`src/rtl/counter_timer_pkg.sv`:
```
// Shared types for the counter/timer controller: command opcodes, FSM states
// and the run-mode encoding carried in bit 0 of a START command.
package counter_timer_pkg;

  typedef enum logic [1:0] {
    OP_START      = 2'd0,
    OP_STOP       = 2'd1,
    OP_CLEAR      = 2'd2,
    OP_LOAD_LIMIT = 2'd3
  } op_e;

  typedef enum logic [1:0] {
    IDLE   = 2'd0,
    RUN    = 2'd1,
    PAUSED = 2'd2,
    DONE   = 2'd3
  } state_e;

  localparam logic MODE_ONESHOT = 1'b0;
  localparam logic MODE_RELOAD  = 1'b1;

  // START and LOAD_LIMIT are the only commands refused while counting.
  function automatic logic is_illegal(input op_e op, input state_e st);
    return (st == RUN) && ((op == OP_START) || (op == OP_LOAD_LIMIT));
  endfunction

endpackage

```
`src/rtl/counter_timer_dp.sv`:
```
// Counter datapath: owns the WIDTH-bit count and limit registers and reports
// when the count sits on the limit. All sequencing lives in the controller.
module counter_timer_dp #(
  parameter int WIDTH = 129
) (
  input  logic             clk,
  input  logic             reset,
  input  logic             clr,
  input  logic             inc,
  input  logic             reload,
  input  logic             ld_limit,
  input  logic [WIDTH-1:0] limit_data,
  output logic [WIDTH-1:0] count,
  output logic             at_limit
);

  localparam logic [WIDTH-1:0] ONE = WIDTH'(1);

  logic [WIDTH-1:0] count_q;
  logic [WIDTH-1:0] limit_q;

  // Carry out of the add is dropped; the only defined wrap is the reload path.
  always_ff @(posedge clk) begin
    if (reset) begin
      count_q <= '0;
      limit_q <= '1;
    end else begin
      if (clr || reload) begin
        count_q <= '0;
      end else if (inc) begin
        count_q <= count_q + ONE;
      end
      if (ld_limit) begin
        limit_q <= limit_data;
      end
    end
  end

  assign count    = count_q;
  assign at_limit = (count_q == limit_q);

endmodule

```
`src/rtl/counter_timer_ctrl.sv`:
```
// Command-driven interval timer: valid/ready command port, FSM sequencing of
// the counter datapath, and registered expire/err pulse generation.
//
//   state  | meaning
//   IDLE   | stopped after reset or CLEAR, count held
//   RUN    | counting one per cycle toward limit
//   PAUSED | stopped by STOP, count held, resumes on START
//   DONE   | one-shot reached limit, count held at limit
module counter_timer_ctrl
  import counter_timer_pkg::*;
#(
  parameter int WIDTH = 129
) (
  input  logic             clk,
  input  logic             reset,
  input  logic             cmd_valid,
  output logic             cmd_ready,
  input  logic [1:0]       cmd_op,
  input  logic [WIDTH-1:0] cmd_data,
  output logic [WIDTH-1:0] count,
  output logic             busy,
  output logic             expire,
  output logic             err
);

  state_e state_q, state_d;
  logic   mode_q, mode_d;
  logic   ready_q;
  logic   expire_q, expire_d;
  logic   err_q, err_d;
  logic   accept;
  op_e    op;

  logic clr, inc, reload, ld_limit;
  logic at_limit;

  assign op     = op_e'(cmd_op);
  assign accept = cmd_valid && ready_q;

  counter_timer_dp #(.WIDTH(WIDTH)) u_dp (
    .clk        (clk),
    .reset      (reset),
    .clr        (clr),
    .inc        (inc),
    .reload     (reload),
    .ld_limit   (ld_limit),
    .limit_data (cmd_data),
    .count      (count),
    .at_limit   (at_limit)
  );

  // An accepted command always wins over the counting step of the same cycle.
  always_comb begin
    state_d  = state_q;
    mode_d   = mode_q;
    clr      = 1'b0;
    inc      = 1'b0;
    reload   = 1'b0;
    ld_limit = 1'b0;
    expire_d = 1'b0;
    err_d    = accept && is_illegal(op, state_q);

    if (accept) begin
      case (op)
        OP_START: begin
          if (state_q != RUN) begin
            clr     = (state_q == DONE);
            state_d = RUN;
            mode_d  = cmd_data[0];
          end
        end
        OP_STOP: begin
          if (state_q == RUN) state_d = PAUSED;
        end
        OP_CLEAR: begin
          clr     = 1'b1;
          state_d = IDLE;
        end
        OP_LOAD_LIMIT: begin
          ld_limit = (state_q != RUN);
        end
        default: ;
      endcase
    end else if (state_q == RUN) begin
      if (at_limit) begin
        expire_d = 1'b1;
        if (mode_q == MODE_RELOAD) reload  = 1'b1;
        else                       state_d = DONE;
      end else begin
        inc = 1'b1;
      end
    end
  end

  always_ff @(posedge clk) begin
    if (reset) begin
      state_q  <= IDLE;
      mode_q   <= MODE_ONESHOT;
      ready_q  <= 1'b1;
      expire_q <= 1'b0;
      err_q    <= 1'b0;
    end else begin
      state_q  <= state_d;
      mode_q   <= mode_d;
      ready_q  <= !accept;
      expire_q <= expire_d;
      err_q    <= err_d;
    end
  end

  assign cmd_ready = ready_q;
  assign busy      = (state_q == RUN);
  assign expire    = expire_q;
  assign err       = err_q;

endmodule

```
`config.mk`:
```
export PLATFORM = sky130hd
export DESIGN_NAME = counter_timer_ctrl
export DESIGN_NICKNAME = d
export VERILOG_FILES = /design/src/rtl/counter_timer_pkg.sv /design/src/rtl/counter_timer_dp.sv /design/src/rtl/counter_timer_ctrl.sv
export SDC_FILE = /design/constraint.sdc
export NUM_CORES = 1
export LEC_CHECK = 0
export CAP_MARGIN = 15
export CELL_PAD_IN_SITES_DETAIL_PLACEMENT = 1
export CELL_PAD_IN_SITES_GLOBAL_PLACEMENT = 2
export CORE_ASPECT_RATIO = 1.5
export CORE_UTILIZATION = 37
export CTS_CLUSTER_SIZE = 25
export DETAILED_ROUTE_END_ITERATION = 6
export DONT_BUFFER_PORTS = 1
export GPL_ROUTABILITY_DRIVEN = 0
export PLACE_DENSITY = 0.77
export SYNTH_ARGS = -nofsm -noshare
export SYNTH_HDL_FRONTEND = slang
export SYNTH_SLANG_ARGS = --single-unit
```
`constraint.sdc`:
```
create_clock -name clk -period 3.5 [get_ports clk]
set_input_delay 0.7 -clock clk [delete_from_list [all_inputs] [get_ports clk]]
set_output_delay 0.7 -clock clk [all_outputs]
set_load 0.01 [all_outputs]
```
After elaboration in Yosys (flattened, before gate mapping)
Index checks and enable logic that the tools add are counted.

Bits in registers: 264. Output and inout bits: 133. Word-level logic and storage cells: 53. Input port bits: 134.

$add $sub $neg: 1. Mux-type cells: 20. Reductions and logical operators: 13. Equality and inequality tests: 11. Bitwise logic cells: 1.

Operators by type and width (count): $add 129x1->129 const B (1); $eq 129x129->1 (1); $mux 1 (12); $mux 2 (6); $eq 2x2->1 const B (3); $pmux 2 s3 (1); $reduce_and 6->1 (1); $eq 2x1->1 const B (2); $ne 2x1->1 const B (2); $ne 4x1->1 const B (1); $reduce_bool 2->1 (2); $logic_and 1x1->1 (3); $ne 3x2->1 const B (1); $reduce_and 3->1 (1); $reduce_or 3->1 (1); $logic_not 2->1 (1); $logic_or 1x1->1 (2); $ne 2x2->1 const B (1); $pmux 1 s2 (1); $reduce_or 2->1 (1); $logic_not 1->1 (1); $not 1->1 (1).

Logic depth before layout (Yosys ltp)
Word-level depth: 6. Depth in mapped cells: 12. Depth with buffers taken out: 8.

By module
A second synthesis with hierarchy kept.

Cell total of the unflattened synthesis: 1577. Area, all modules: 13665.6 sq um.

By module, submodules not included: counter_timer_dp (cells an instance 1536, sequential area each 5165.0 sq um, instances 1, area an instance 13300.3 sq um); counter_timer_ctrl (cells an instance 41, sequential area each 120.1 sq um, instances 1, area an instance 365.4 sq um).

Least setup slack after synthesis
No wires, ideal clock.

Kind: register -> register. Start point: reg u_dp.count_q[81], in the netlist u_dp.count[81]. End point: reg u_dp.count_q[1], in the netlist u_dp.count[1]. Data arrival time: 2.416 ns. Library setup time: 0.117 ns. Path slack: 0.967 ns. Clock period less this slack: 2.533 ns. Stages on the path, launching flop included: 13. Data required time: 3.383 ns. Buffers on the path: 5. Path through: dfxtp_1 -> clkbuf_1 -> xor2_1 -> nor4_1 -> nand4_1 -> nor4_1 -> a31o_2 -> buf_4 -> buf_4 -> buf_4 -> buf_4 -> mux2i_1 -> nor2_1.

Longest elaborated chain between the ends: 6. Elaborated cells between the ends (all ways): 9. Classes of those cells: eq/ne (1); mux (6); reduce/logical (2).

Ends and longest elaborated chain: from (decl) (RTL line counter_timer_dp.sv:19) `logic [WIDTH-1:0] count_q;`; from (signal assigned) (RTL line counter_timer_dp.sv:31) `count_q <= count_q + ONE;`; $eq 129x129->1 * (RTL line counter_timer_dp.sv:40) `assign at_limit = (count_q == limit_q);`; $mux 1 (RTL line counter_timer_ctrl.sv:85) `if (at_limit) begin`; $mux 1 (RTL line counter_timer_ctrl.sv:84) `end else if (state_q == RUN) begin`; $mux 1 (RTL line counter_timer_ctrl.sv:63) `if (accept) begin`; $logic_or 1x1->1 (RTL line counter_timer_dp.sv:28) `if (clr || reload) begin`; $reduce_or 2->1 (no line).

Mark *: on every way between the ends. The rest lies on a longest branch, timed or not. A chain may end at the register's enable or synchronous reset.

Final worst setup path
Start point: reg u_dp.count_q[103], in the netlist u_dp.count[103]. End point: reg u_dp.count_q[117], in the netlist u_dp.count[117].

Longest elaborated chain between the ends: 6. Elaborated cells between the ends (all ways): 10. Classes of those cells: add/sub (1); eq/ne (1); mux (6); reduce/logical (2).

Ends and longest elaborated chain: parallel branches: the longest is 6 deep, another holds $add 129x1->129.

Several ways; the timed one is not identified.

==> summary.md <==
| Metric | Value |
|---|---|
| DP Worst Slack | 0.302 ns |
| WHS Path Cells | 2 |
| Crit share post-route | 93.4% |
| Cell accounting for the most synthesized area | dfxtp_1 |
| CTS resizes | 0 |
| Number of cell rows | 84 |
| CTS tree | built |
| PwrDens | 447 mW/mm^2 |
| Max-slew violations | 0 |
| Global-route wire length before repair | 80.8 mm |
| Count of cell types in the netlist | 54 |
| WS Path Type | reg -> reg |
| Cells after Synth | 1,644 |
| #FFs+latches synth | 264 |
| Req. time, crit path | 3.99 ns |
| Initial DRC count | 718 |
| Ports | 267 |
| Clock skew | 0.0142 ns |
| Average wire per standard cell | 25.1 microns |
| Layout Nets | 1,808 |
| Post-route cell area | 0.0153 sq mm |
| Vias in the first global route | 12.8k |
| Register-to-Register Path Depth | 7 |
| Crit path DAT | 3.76 ns |
| Sequential area share after synthesis | 39.6% |
| GRT Residual Overflow | 0 |
| Placeable Area | 0.0353 sq mm |
| Clk_lat worst skew | 0.57 ns |
| Via density | 5.84 |
| Multi-input logic area | 0.00757 sq mm |
| GRT Overall Usage | 29.3% |
| Die W | 157 microns |
| Tightest Pin Transition | 0.776 ns |
| Final hold violations | 0 |
| RSZ-0062 raised after global routing | no |
| First-pass iteration count of the detailed router | 5 |
| Setup violators final | 0 |
| Post-CTS Setup Bufs | 0 |
| Static Leak | 5.41 nW |
| Main synth FF type | dfxtp_1 |
| Crit path launch type | register |
| CTS Root Cell | clkbuf_16 |
| Class of the worst hold path | in -> reg |
| Filler cells | 4,269 |
| Initial core utilization | 37.8% |
| Detailed-route DRC error count | 0 |
| Post-Place Cells | 2,111 |
| CTS Hold Bufs | 0 |
| Crit Path Max Fanout | 8 |
| Final cell count without fillers | 2,165 |
| Final min period | 3.27 ns |
| Ant. Diodes | 0 |
| Clock slew at reported path FFs | 0.07 ns |
| Max VDD drop | 0.306 mV |
| Fmax | 0.306 GHz |
| Placed wire-length estimate | 41.5 mm |
| H-tree Lvls | 1 |
| Die H | 235 microns |
| Clk sinks | 264 |
| CP max-delay cell | nor4_1 |
| Max transition margin | 48.3% |
| Total length of routed wires | 54.2 mm |
| Maxcap violations | 0 |
| Area contributors post-synth | dfxtp_1 40%, nand2_1 8.8%, nand3b_1 8.3%, xor2_1 4.9%, a21oi_1 3.9% |
| Post-Syn Area per Cell | 8.12 sq um |
| Mapped Nets | 1,783 |
| CP peak stage delay | 0.65 ns |
| CTS max path bufs | 3 |
| Post-DRT Antenna Nets | 0 |
| Port bufs | 0 |
| Syn Std Cell Area | 0.0133 sq mm |
| Initial antenna violation count | 0 |
| Critical Path, Cell by Cell | nand4_1 -> nor4_1 -> nand2_1 -> nor4_1 -> nand2_1 -> or4_1 -> a21oi_1 |
| Fin worst setup slack | 0.232 ns |
| Yosys top cell area share | 39.6% |
| Crit end category | register |
| Largest net degree at the start of global routing | 136 |
| Ys async rst share | 0% |
| Status | complete, no violations |
| Final TNS setup | 0 ns |
| Reg area | 0.00529 sq mm |
| Synth warn | 0 |
| Layout cells sized above 1 | 10.5% |
| Die area | 0.0369 sq mm |
| Routed vias | 12.6k |
| Total CTS buffers | 29 |
| Placed inst area | 0.0143 sq mm |
| Area delta synth->final | 14.8% |
| Post-synth EDFFs | 0 |
synthesized netlist by cell type (3+ instances only):
cell type  count
dfxtp_1      264
nor2_1        35
xor2_1        74
or2_2          5
nand4_1       73
clkbuf_1      74
o21ai_0       73
nor3_1        18
and3_1        12
nor3b_1        3
or3_1         75
nand2_1      314
inv_1         20
or3_2          3
a21oi_1      105
mux2i_1       23
nor4_2         4
and2_1         8
or4_1         29
nand3_1       82
buf_4          9
nor3_2         3
o21ba_2        3
ha_1           5
nand3b_1     148
o31ai_1       29
buf_2         10
buf_1          6
nor4_1        40
xnor2_1       54
and4_1        11
power breakdown:
part	total (mW)	internal (mW)	leakage, nW	switching, mW
Combinational	0.440	0.163	2.77	0.277
Clock	3.26	1.92	0.497	1.34
Sequential	3.16	3.09	2.14	0.0700
Total	6.85	5.16	5.41	1.69
kinds of logic after synthesis:
family | synth area share, %
adder cells (fa/ha/maj) | 0.469
XOR/XNOR | 8.40
AND/OR/NAND/NOR | 36.6
buffers and inverters | 3.93
AO/OA/AOI/OAI | 9.24
multiplexers | 1.72
flip-flops | 39.6
worst paths after layout:
path | to | startpoint | slack (ns)
worst max-delay path | u_dp.count[117] | u_dp.count[103] | 0.23
worst min-delay path | u_dp.limit_q[12] | cmd_data[12] | 0.25
worst max register to register | u_dp.count[117] | u_dp.count[103] | 0.23
worst min register to register | u_dp.limit_q[98] | u_dp.limit_q[98] | 0.48
worst max-delay path: cells and delay by family, from the launching register on:
family | cells | cell delay (ns)
AND/OR/NAND/NOR | 6 | 2.42
flip-flops | 1 | 0.58
AO/OA/AOI/OAI | 1 | 0.19
placed cells by master (no fill, tap or decap), types with 29 or more instances in the layout:
| cell | n |
|---|---|
| a21oi_1 | 105 |
| buf_4 | 89 |
| clkbuf_16 | 29 |
| dfxtp_1 | 264 |
| nand2_1 | 313 |
| nand3_1 | 82 |
| nand3b_1 | 148 |
| nand4_1 | 73 |
| nor2_1 | 34 |
| nor4_1 | 40 |
| o21ai_0 | 73 |
| o31ai_1 | 29 |
| or3_1 | 75 |
| or4_1 | 29 |
| xnor2_1 | 54 |
| xor2_1 | 74 |
stage by stage:
step                power [mW]  utilization (%)  hold slack, ns
floorplan                 3.49                -           0.445
global placement          3.65             40.6           0.456
detailed placement        3.66             40.6           0.466
CTS                       6.92             43.4           0.220
global route              7.09             43.4           0.228
finish                    6.85             43.4           0.250
registers in the layout, summed over array words and instances, names as in the netlist:
| name | count |
|---|---|
| cmd_ready | 1 |
| err | 1 |
| expire | 1 |
| mode_q | 1 |
| state_q | 2 |
| u_dp.count | 129 |
| u_dp.limit_q | 129 |
cell type report:
| class | instances | share of cell area (%) |
|---|---|---|
| Multi-Input combinational cell | 1258 | 49.4 |
| Inverter | 20 | 0.490 |
| Tap cell | 473 | 3.86 |
| Clock inverter | 11 | 0.898 |
| Sequential cell | 264 | 34.5 |
| Clock buffer | 43 | 5.60 |
| Timing Repair Buffer | 96 | 5.27 |
metal layers:
metal	vias to the layer above	track usage [%]	routed length, microns
met3	94	6.18	3580
met1	6267	32.5	20400
met5	-	0	0
met2	367	52.4	27600
li1	5906	-	-
met4	0	13.8	2630
(Power assumes the default switching activity.)
